<file path="config.mk">
export PLATFORM = sky130hd
export DESIGN_NAME = stage_if_queue
export DESIGN_NICKNAME = d
export VERILOG_FILES = /design/src/rtl/stage_if_queue.sv
export SDC_FILE = /design/constraint.sdc
export NUM_CORES = 1
export LEC_CHECK = 0
export CORE_UTILIZATION = 60
export CTS_CLUSTER_DIAMETER = 150
export DETAILED_ROUTE_END_ITERATION = 8
export HOLD_SLACK_MARGIN = 0.05
export PLACE_DENSITY = 0.86
export SYNTH_ARGS = -nofsm -noshare
export SYNTH_HDL_FRONTEND = slang
export SYNTH_SLANG_ARGS = --single-unit
</file>
<file path="constraint.sdc">
create_clock -name clock -period 5.3 [get_ports clock]
set_input_delay 1.06 -clock clock [delete_from_list [all_inputs] [get_ports clock]]
set_output_delay 1.06 -clock clock [all_outputs]
set_load 0.05 [all_outputs]
</file>
<file path="src/rtl/stage_if_queue.sv">
// Instruction-fetch stage with a DEPTH-entry fetch queue between instruction memory and ID.
// A redirect from MEM flushes the queue and discards any fetch still in flight.
module stage_if_queue #(
    parameter int                ADDR_W   = 32,
    parameter int                DATA_W   = 32,
    parameter int                DEPTH    = 4,
    parameter logic [ADDR_W-1:0] RESET_PC = '0,
    parameter int                PC_STEP  = 1,
    parameter int                NUM_W    = 4
) (
    input  logic                     clock,
    input  logic                     reset,
    input  logic                     redirect,
    input  logic [ADDR_W-1:0]        redirect_pc,
    output logic                     imem_req,
    output logic [ADDR_W-1:0]        imem_addr,
    input  logic                     imem_ack,
    input  logic [DATA_W-1:0]        imem_data,
    output logic                     out_valid,
    input  logic                     out_ready,
    output logic [DATA_W-1:0]        out_inst,
    output logic [ADDR_W-1:0]        out_next_pc,
    output logic [NUM_W-1:0]         out_inst_num,
    output logic [$clog2(DEPTH):0]   fifo_count
);

    localparam int                PW      = $clog2(DEPTH);
    localparam int                CW      = PW + 1;
    localparam int                CX      = CW + 1;
    localparam logic [ADDR_W-1:0] STEP    = ADDR_W'(PC_STEP);
    localparam logic [CW:0]       DEPTH_X = CX'(DEPTH);
    localparam logic [CW:0]       ONE_X   = CX'(1);

    typedef enum logic [1:0] {
        S_IDLE,
        S_WAIT,
        S_DISCARD
    } state_t;

    state_t            state;
    state_t            state_d;
    logic [ADDR_W-1:0] pc;
    logic [ADDR_W-1:0] pc_d;
    logic [ADDR_W-1:0] req_addr;
    logic [ADDR_W-1:0] req_addr_d;
    logic [NUM_W-1:0]  seq;
    logic              push;
    logic              pop;
    logic [PW-1:0]     rd_ptr;
    logic [PW-1:0]     wr_ptr;
    logic [CW-1:0]     count;
    logic [CW:0]       cnt_x;
    logic [CW:0]       pop_x;

    logic [DATA_W-1:0] mem_inst [DEPTH];
    logic [ADDR_W-1:0] mem_npc  [DEPTH];
    logic [NUM_W-1:0]  mem_num  [DEPTH];

    always_ff @(posedge clock or posedge reset) begin
        if (reset) begin
            state <= S_IDLE;
        end else begin
            state <= state_d;
        end
    end

    // A fetch is only started once a queue slot is guaranteed for its response,
    // so a push can never land on a full queue.
    always_comb begin
        state_d    = state;
        pc_d       = pc;
        req_addr_d = req_addr;
        push       = 1'b0;
        pop        = out_valid && out_ready;
        cnt_x      = {1'b0, count};
        pop_x      = CX'(pop);
        case (state)
            S_IDLE: begin
                if (redirect) begin
                    pc_d = redirect_pc;
                end else if ((cnt_x - pop_x) < DEPTH_X) begin
                    req_addr_d = pc;
                    state_d    = S_WAIT;
                end
            end
            S_WAIT: begin
                if (redirect) begin
                    pc_d    = redirect_pc;
                    state_d = imem_ack ? S_IDLE : S_DISCARD;
                end else if (imem_ack) begin
                    push = 1'b1;
                    pc_d = req_addr + STEP;
                    if ((cnt_x + ONE_X - pop_x) < DEPTH_X) begin
                        req_addr_d = req_addr + STEP;
                    end else begin
                        state_d = S_IDLE;
                    end
                end
            end
            S_DISCARD: begin
                if (redirect) begin
                    pc_d = redirect_pc;
                end
                if (imem_ack) begin
                    state_d = S_IDLE;
                end
            end
            default: state_d = S_IDLE;
        endcase
    end

    always_ff @(posedge clock or posedge reset) begin
        if (reset) begin
            pc       <= RESET_PC;
            req_addr <= RESET_PC;
            seq      <= '0;
            rd_ptr   <= '0;
            wr_ptr   <= '0;
            count    <= '0;
        end else begin
            pc       <= pc_d;
            req_addr <= req_addr_d;
            if (push) begin
                seq <= seq + NUM_W'(1);
            end
            if (redirect) begin
                rd_ptr <= '0;
                wr_ptr <= '0;
                count  <= '0;
            end else begin
                if (push) begin
                    wr_ptr <= wr_ptr + PW'(1);
                end
                if (pop) begin
                    rd_ptr <= rd_ptr + PW'(1);
                end
                count <= count + CW'(push) - CW'(pop);
            end
        end
    end

    always_ff @(posedge clock) begin
        if (push) begin
            mem_inst[wr_ptr] <= imem_data;
            mem_npc[wr_ptr]  <= req_addr + STEP;
            mem_num[wr_ptr]  <= seq;
        end
    end

    // Head fields read as zero while the queue is empty so stale storage never leaks out.
    always_comb begin
        imem_req     = (state == S_WAIT) || (state == S_DISCARD);
        imem_addr    = req_addr;
        fifo_count   = count;
        out_valid    = (count != '0);
        out_inst     = out_valid ? mem_inst[rd_ptr] : '0;
        out_next_pc  = out_valid ? mem_npc[rd_ptr] : '0;
        out_inst_num = out_valid ? mem_num[rd_ptr] : '0;
    end

endmodule

</file>
==> metrics.md, run 1 <==
| Metric | Value |
|---|---|
| Worst-path clk slew | 0.06 ns |
| Width of the die | 159.8 um |
| Worst setup slack after placement | 1.439 ns |
| Number of violations of the max-capacitance limit | 0 |
| Half-perimeter wire length after placement | 20520 um |
| Ant. Diodes | 0 |
| Maximum number of buffers from clock root to sink | 3 |
| Worst Path Arrival | 3.15 ns |
| Count of mapped cells out of synthesis | 972 |
| Die Y-Extent | 159.8 um |
| Slowest cell delay on critical path | 0.86 ns |
| I/O Pins | 174 |
| Critical path peak fanout | 47 |
| Maximum number of pins on one net before global-route repair | 69 |
| Final setup violation count | 0 |
| Cells along the critical path | or3_2, buf_4, and2_1, clkdlybuf4s50_1 |
| FF/Latch Area | 10100 um^2 |
| Leakage power | 6.288 nW |
| Number of global-route vias before repair | 9166 |
| Core area | 24390 um^2 |
| Num CTS Buffers | 36 |
| Total design power | 0.01142 W |
| Uppermost layer routed | met5 |
| Post-synth EDFFs | 272 |
| Fraction of post-synthesis cell area in the top cell type by area | 0.5464 |
| Data required time of the worst path | 4.24 ns |
| RSZ-0062 raised after global routing | false |
| Yosys synthesis warning count | 0 |
| Count of nets left with antenna violations after detail routing | 0 |
| Last weighted congestion value of the routability-driven placer | 0.8448 |
| Count of unique library cells instantiated by Yosys | 59 |
| Most common library cell in the layout ignoring fill and taps | edfxtp_1 |
| First-pass iteration count of the detailed router | 5 |
| Post-route cell area | 18170 um^2 |
| Reg-to-reg startpoint | state[1] |
| Share of synthesized area occupied by flip-flops and latches | 0.6753 |
| Synthesized netlist net count | 1054 |
| Placed cell area | 17000 um^2 |
| Final sum of negative setup slack | 0 ns |
| Maximum clock frequency | 0.2377 GHz |
| Count of buffers inserted at the top-level ports | 173 |
| Total gr overflow | 0 |
| Final WS setup | 1.093 ns |
| Cts repair resizes | 0 |
| Die footprint | 25550 um^2 |
| Combined area of all synthesized cells | 14950 um^2 |
| Path type of the worst setup path | flip-flop to output port |
| Highest-count cells in the layout ignoring fill and taps | edfxtp_1, clkdlybuf4s50_1, dfrtp_1 |
| Number of inserted filler cells in the final layout | 1462 |
| Tightest Pin Transition | 1.267 ns |
| Fin Clk Skew | 0.01256 ns |
| GRT Overall Usage | 0.2741 |
| Library cell contributing the largest single delay on the critical path | or3_2 |
| Worst hold path endpoint | pc[12] |
| Wire length of the first global-routing pass | 53120 um |
| Worst R2R Setup Slack | 2.16 ns |
| Total setup buffers inserted after CTS | 0 |
| DRC viols | 0 |
| Outcome | complete, no violations |
| Core Rows | 57 |
| Met2 WL post-DR | 16480 um |
| Kind of capture point of the worst setup path | output port |
| Main flop type after synthesis | edfxtp_1 |
| Synth Area per Inst | 15.38 um^2 |
| Post-Route Hold Slack | 0.4807 ns |
| Kind of cell adding the most delay to the critical path | simple AND/OR/NAND/NOR gates |
| PD cells | 628.8 nW/um^2 |
| Latest clock arrival within the worst-skew pair | 0.51 ns |
| Top area cells in the synthesized netlist | edfxtp_1, dfrtp_1, mux4_2 |
| Area of the multi-input gates | 4517 um^2 |
| Hold crit path type | flip-flop to flip-flop |
| Final cycle utilization of the critical path | 0.7937 |
| Number of hold buffers added after cts | 0 |
| TritonCTS clock tree | yes |
| Routed metal-1 wire length | 13810 um |
| Share of layout cells above drive strength 1 | 0.1366 |
| Wirelength per Cell | 23.11 um |
| Root Buffer Master | clkbuf_16 |
| Number of flip-flops and latches in the synthesized netlist | 349 |
| Final net count | 1215 |
| Worst Reg2Reg Path Length in Cells | 8 |
| Number of vias per cell after detailed routing | 6.288 |
| Max transition margin | 0.1551 |
| Max VDD drop | 0.5136 mV |
| Number of pins with negative max-slew slack in the final report | 0 |
| Depth of the worst hold-timing path | 2 |
| Library cell occupying the most area in the post-synthesis netlist | edfxtp_1 |
| Number of clock sinks seen by CTS | 349 |
| Iteration-0 DRC count of the detailed router | 1022 |
| Initial standard-cell utilization of the core | 0.6129 |
| Async SR Flop Fraction | 0.2206 |
| Initial antenna violation count | 1 |
| Post-synthesis to final-layout area growth | 21.55% |
| Total Wirelength | 34220 um |
| Maximum level of the CTS H-tree | 2 |
| CP startpoint kind | flip-flop |
| Worst min-delay path startpoint | pc[12] |
| Destination of the worst register-to-register timing path | pc[25] |
| Final hold viol count | 0 |
| Buffers and inverters on the worst path | 2 |
| Overall via count from detail_route | 9312 |
| Met3 routed WL | 3199 um |
| Final worst path period need | 4.207 ns |
==> flip-flops by register name, indices dropped and copies added, names as in the netlist <==
register,flops
mem_npc,128
seq,4
wr_ptr,2
mem_inst,128
rd_ptr,2
state,2
fifo_count,3
mem_num,16
pc,32
imem_addr,32
==> worst min-delay path: stages, from the launching register on <==
cell     delay, ns
dfrtp_1       0.34
nand2_1       0.05
o21ai_0       0.06
==> layer usage <==
metal | up-vias | global-route usage
met2 | 563 | 0.4345
met5 | - | 0
met3 | 64 | 0.05195
met1 | 4634 | 0.3953
met4 | 2 | 0.07619
li1 | 4049 | -
==> cells in the mapped netlist, types with 4 or more instances <==
cell type,instances
ha_1,12
o22a_1,4
clkbuf_1,48
xnor2_1,24
a2bb2oi_1,10
o22ai_1,11
a21o_1,6
xor2_1,10
and4_1,6
inv_1,29
mux4_2,68
nand3_1,33
nor2_1,32
mux2i_1,12
a21oi_1,25
o21ai_0,32
o211ai_1,8
dfrtp_1,77
nand2_1,55
or3_1,4
edfxtp_1,272
buf_1,9
and3_1,15
a31oi_1,4
buf_2,7
nor3_1,5
a211oi_1,4
or4_1,6
and2_1,78
a221o_1,6
nand4_1,21
==> power by group <==
group          leakage [nW]  switching, W  internal [W]
Combinational          2.33       0.00314       0.00178
Sequential             3.39      0.000452       0.00354
Clock                 0.563       0.00103       0.00148
Total                  6.29       0.00462       0.00680
==> cell type report <==
cell class / count / share of cell area
clock buffer: 46 / 0.05502
clock inverter: 16 / 0.009297
multi-input combinational: 529 / 0.2486
tap: 324 / 0.02231
sequential: 349 / 0.5559
inverter: 29 / 0.005991
timing repair buffer: 188 / 0.1029
==> cell families (layout without fill, tap and decap cells) <==
| kind of cell | count (synthesis) | count (layout) | share of synthesized area |
|---|---|---|---|
| adder cells (fa/ha/maj) | 13 | 13 | 0.01138 |
| multiplexers | 81 | 81 | 0.1112 |
| XOR/XNOR | 34 | 34 | 0.01992 |
| buffers and inverters | 94 | 279 | 0.02427 |
| flip-flops | 349 | 349 | 0.6753 |
| AND/OR/NAND/NOR | 270 | 270 | 0.09894 |
| AO/OA/AOI/OAI | 131 | 131 | 0.05893 |
==> through the flow <==
| stage | util | std cells |
|---|---|---|
| 2_1_floorplan | - | 972 |
| 3_3_place_gp | 0.6970 | 1419 |
| 3_5_place_dp | 0.6970 | 1419 |
| 4_1_cts | 0.7449 | 1481 |
| 5_1_grt | 0.7449 | 1481 |
| 6_report | 0.7449 | 1481 |
==> worst max path at each step <==
stage                             start              to  slack (ns)  depth (start not counted)
final                     fifo_count[2]  out_next_pc[0]        1.09                          4
after global routing      fifo_count[1]  out_next_pc[0]        0.93                          4
after CTS                     rd_ptr[0]  out_next_pc[0]        1.03                          4
after detailed placement       redirect   mem_npc[1][5]        1.44                          3
after global placement         redirect   mem_npc[1][5]        1.51                          3
after floorplan                redirect  mem_inst[0][0]        1.49                          4
No activity file was read; power rests on OpenSTA's default activity.
==> run 2: changes to the inputs <==
CORE_UTILIZATION = 56   (was 60)
PLACE_DENSITY = 0.81   (was 0.86)
clock period = 4.25 ns   (was 5.3 ns; I/O delays follow)
==> metrics.md, run 2 (same netlist as run 1, synthesis figures left out) <==
| Metric | Value |
|---|---|
| Outcome | finished, violations left (was complete, no violations) |
| Failing checks | DRC |
| Fin Clk Skew | 0.01487 ns (was 0.01256 ns) |
| Max transition margin | 0.4751 (was 0.1551) |
| Cells along the critical path | or3_2, buf_4, and2_1, clkdlybuf4s50_1 (unchanged) |
| Half-perimeter wire length after placement | 20780 um (was 20520 um) |
| Final cycle utilization of the critical path | 0.8952 |
| Iteration-0 DRC count of the detailed router | 858 (was 1022) |
| Count of buffers inserted at the top-level ports | 173 (unchanged) |
| Number of clock sinks seen by CTS | 349 (unchanged) |
| CP startpoint kind | flip-flop (unchanged) |
| Worst-path clk slew | 0.06 ns (about the same) |
| Maximum number of buffers from clock root to sink | 3 (unchanged) |
| Initial antenna violation count | 0 (was 1) |
| Slowest cell delay on critical path | 0.70 ns (was 0.86 ns) |
| Kind of cell adding the most delay to the critical path | buffers and inverters (was simple AND/OR/NAND/NOR gates) |
| Most common library cell in the layout ignoring fill and taps | edfxtp_1 (unchanged) |
| PD cells | 776.0 nW/um^2 (was 628.8 nW/um^2) |
| Data required time of the worst path | 3.40 ns (was 4.24 ns) |
| Number of pins with negative max-slew slack in the final report | 0 (unchanged) |
| Overall via count from detail_route | 9170 (was 9312) |
| Total Wirelength | 33120 um (was 34220 um) |
| Final sum of negative setup slack | 0 ns (unchanged) |
| Termination of the worst setup path | out_next_pc[4] (was out_next_pc[0]) |
| Path type of the worst setup path | flip-flop to output port (unchanged) |
| First-pass iteration count of the detailed router | 8 (was 5) |
| Total stage count of the critical path | 4 (unchanged) |
| Die footprint | 27350 um^2 (was 25550 um^2) |
| Highest-count cells in the layout ignoring fill and taps | edfxtp_1, clkdlybuf4s50_1, dfrtp_1 (unchanged) |
| Max VDD drop | 0.4666 mV (was 0.5136 mV) |
| Final worst path period need | 3.805 ns |
| TritonCTS clock tree | yes (unchanged) |
| Post-synthesis to final-layout area growth | 22.61% (was 21.55%) |
| Final core occ | 0.7013 (was 0.7449) |
| Latest clock arrival within the worst-skew pair | 0.51 ns (about the same) |
| Worst R2R Setup Slack | 1.45 ns (was 2.16 ns) |
| Origin of the worst setup path | fifo_count[2] (unchanged) |
| DRC viols | 32 (was 0) |
| Reg-to-reg startpoint | state[1] (unchanged) |
| Total setup buffers inserted after CTS | 0 (unchanged) |
| Last weighted congestion value of the routability-driven placer | 0.8470 (was 0.8448) |
| Destination of the worst register-to-register timing path | imem_addr[30] (was pc[25]) |
| Maximum level of the CTS H-tree | 2 (unchanged) |
| Core area | 26130 um^2 (was 24390 um^2) |
| Final net count | 1220 (was 1215) |
| Hold crit path type | flip-flop to flip-flop (unchanged) |
| Largest registers | mem_inst x128, mem_npc x128 (unchanged) |
| Number of vias per cell after detailed routing | 6.113 (was 6.288) |
| Wire length of the first global-routing pass | 51420 um (was 53120 um) |
| GRT Overall Usage | 0.2505 (was 0.2741) |
| Final hold viol count | 0 (unchanged) |
| Width of the die | 165.4 um (was 159.8 um) |
| Total gr overflow | 0 (unchanged) |
| Tightest Pin Transition | 0.7874 ns (was 1.267 ns) |
| RSZ-0062 raised after global routing | false (unchanged) |
| Number of hold buffers added after cts | 0 (unchanged) |
| Initial standard-cell utilization of the core | 0.5720 (was 0.6129) |
| Buffers and inverters on the worst path | 2 (unchanged) |
| Die Y-Extent | 165.4 um (was 159.8 um) |
| Number of global-route vias before repair | 9202 (was 9166) |
| Library cell contributing the largest single delay on the critical path | or3_2 (unchanged) |
| Final setup violation count | 0 (unchanged) |
| Worst Path Arrival | 2.95 ns (was 3.15 ns) |
| Core Rows | 59 (was 57) |
| Critical path peak fanout | 54 (was 47) |
| Root Buffer Master | clkbuf_16 (unchanged) |
| Ant. Diodes | 0 (unchanged) |
| Number of violations of the max-capacitance limit | 0 (unchanged) |
| Share of layout cells above drive strength 1 | 0.1408 (was 0.1366) |
| Kind of capture point of the worst setup path | output port (unchanged) |
| I/O Pins | 174 (unchanged) |
| Cts repair resizes | 0 (unchanged) |
| Worst Reg2Reg Path Length in Cells | 9 (was 8) |
| Leakage power | 6.360 nW (was 6.288 nW) |
| Count of nets left with antenna violations after detail routing | 0 (unchanged) |
| Wirelength per Cell | 22.08 um (was 23.11 um) |
| Maximum number of pins on one net before global-route repair | 78 (was 69) |
| Num CTS Buffers | 37 (was 36) |
| Maximum clock frequency | 0.2628 GHz |
-- run 2: changes by cell type in the layout (fill, tap and decap cells not counted) --
cell	previous run	this run
clkinvlp_4	4	1
dfrtp_4	1	2
clkinv_8	0	1
clkinv_2	4	8
inv_6	1	2
bufinv_16	3	4
buf_12	2	8
clkbuf_8	4	3
clkinv_1	3	5
clkinv_4	1	0
buf_4	13	11
dfrtp_2	1	0
-- run 2: per-layer routing --
layer  wire length [um]  track usage  share of wire  vias to the layer above
met5                  0            0              0                        -
met4                609      0.06694          0.018                        0
met3               2385      0.04446          0.072                       48
met2              16450       0.4137           0.50                      376
met1              13680       0.3464           0.41                     4674
li1                   -            -              -                     4072
-- run 2: layout make-up --
cell class	instances	area (um^2)
Tap cell	335	419.2
Fill cell	1753	7805
Clock inverter	21	220.2
Timing Repair Buffer	192	1974
Sequential cell	349	10100
Inverter	29	108.9
Multi-Input combinational cell	529	4517
Clock buffer	45	985.9
-- run 2: report_power, final --
group          total [W]  internal, W  leakage, nW  switching (W)
Combinational    0.00609      0.00224         2.37        0.00384
Clock            0.00318      0.00190        0.595        0.00128
Sequential       0.00495      0.00441         3.39       0.000539
Total             0.0142      0.00856         6.36        0.00566
-- run 2: worst min path at each step --
stage                      start      to  slack [ns]  depth (start not counted)
final                     pc[12]  pc[12]        0.48                          2
after floorplan            pc[3]   pc[3]        0.44                          2
after CTS                 pc[12]  pc[12]        0.48                          2
after global placement     pc[5]   pc[5]        0.46                          1
after global routing       pc[7]   pc[7]        0.51                          1
after detailed placement  pc[12]  pc[12]        0.47                          2
-- run 2: stage by stage --
step                      hold slack [ns]  total power [W]  setup WS [ns]  std cells  cell area, um^2
after floorplan                    0.4446         0.009136         0.6487        972            14950
after global placement             0.4623          0.01093         0.8682       1434            17120
after detailed placement           0.4700          0.01108         0.8239       1434            17120
after CTS                          0.4826          0.01428         0.4199       1500            18330
after global routing               0.5142          0.01487         0.3309       1500            18330
final                              0.4802          0.01422         0.4454       1500            18330
-- run 2: worst reg2reg max path, delay by kind of cell (launching register included) --
kind / cells / cell delay, ns
buffers and inverters: 3 / 1.10
AO/OA/AOI/OAI: 4 / 0.79
flip-flops: 1 / 0.44
AND/OR/NAND/NOR: 1 / 0.20
adder cells (fa/ha/maj): 1 / 0.17
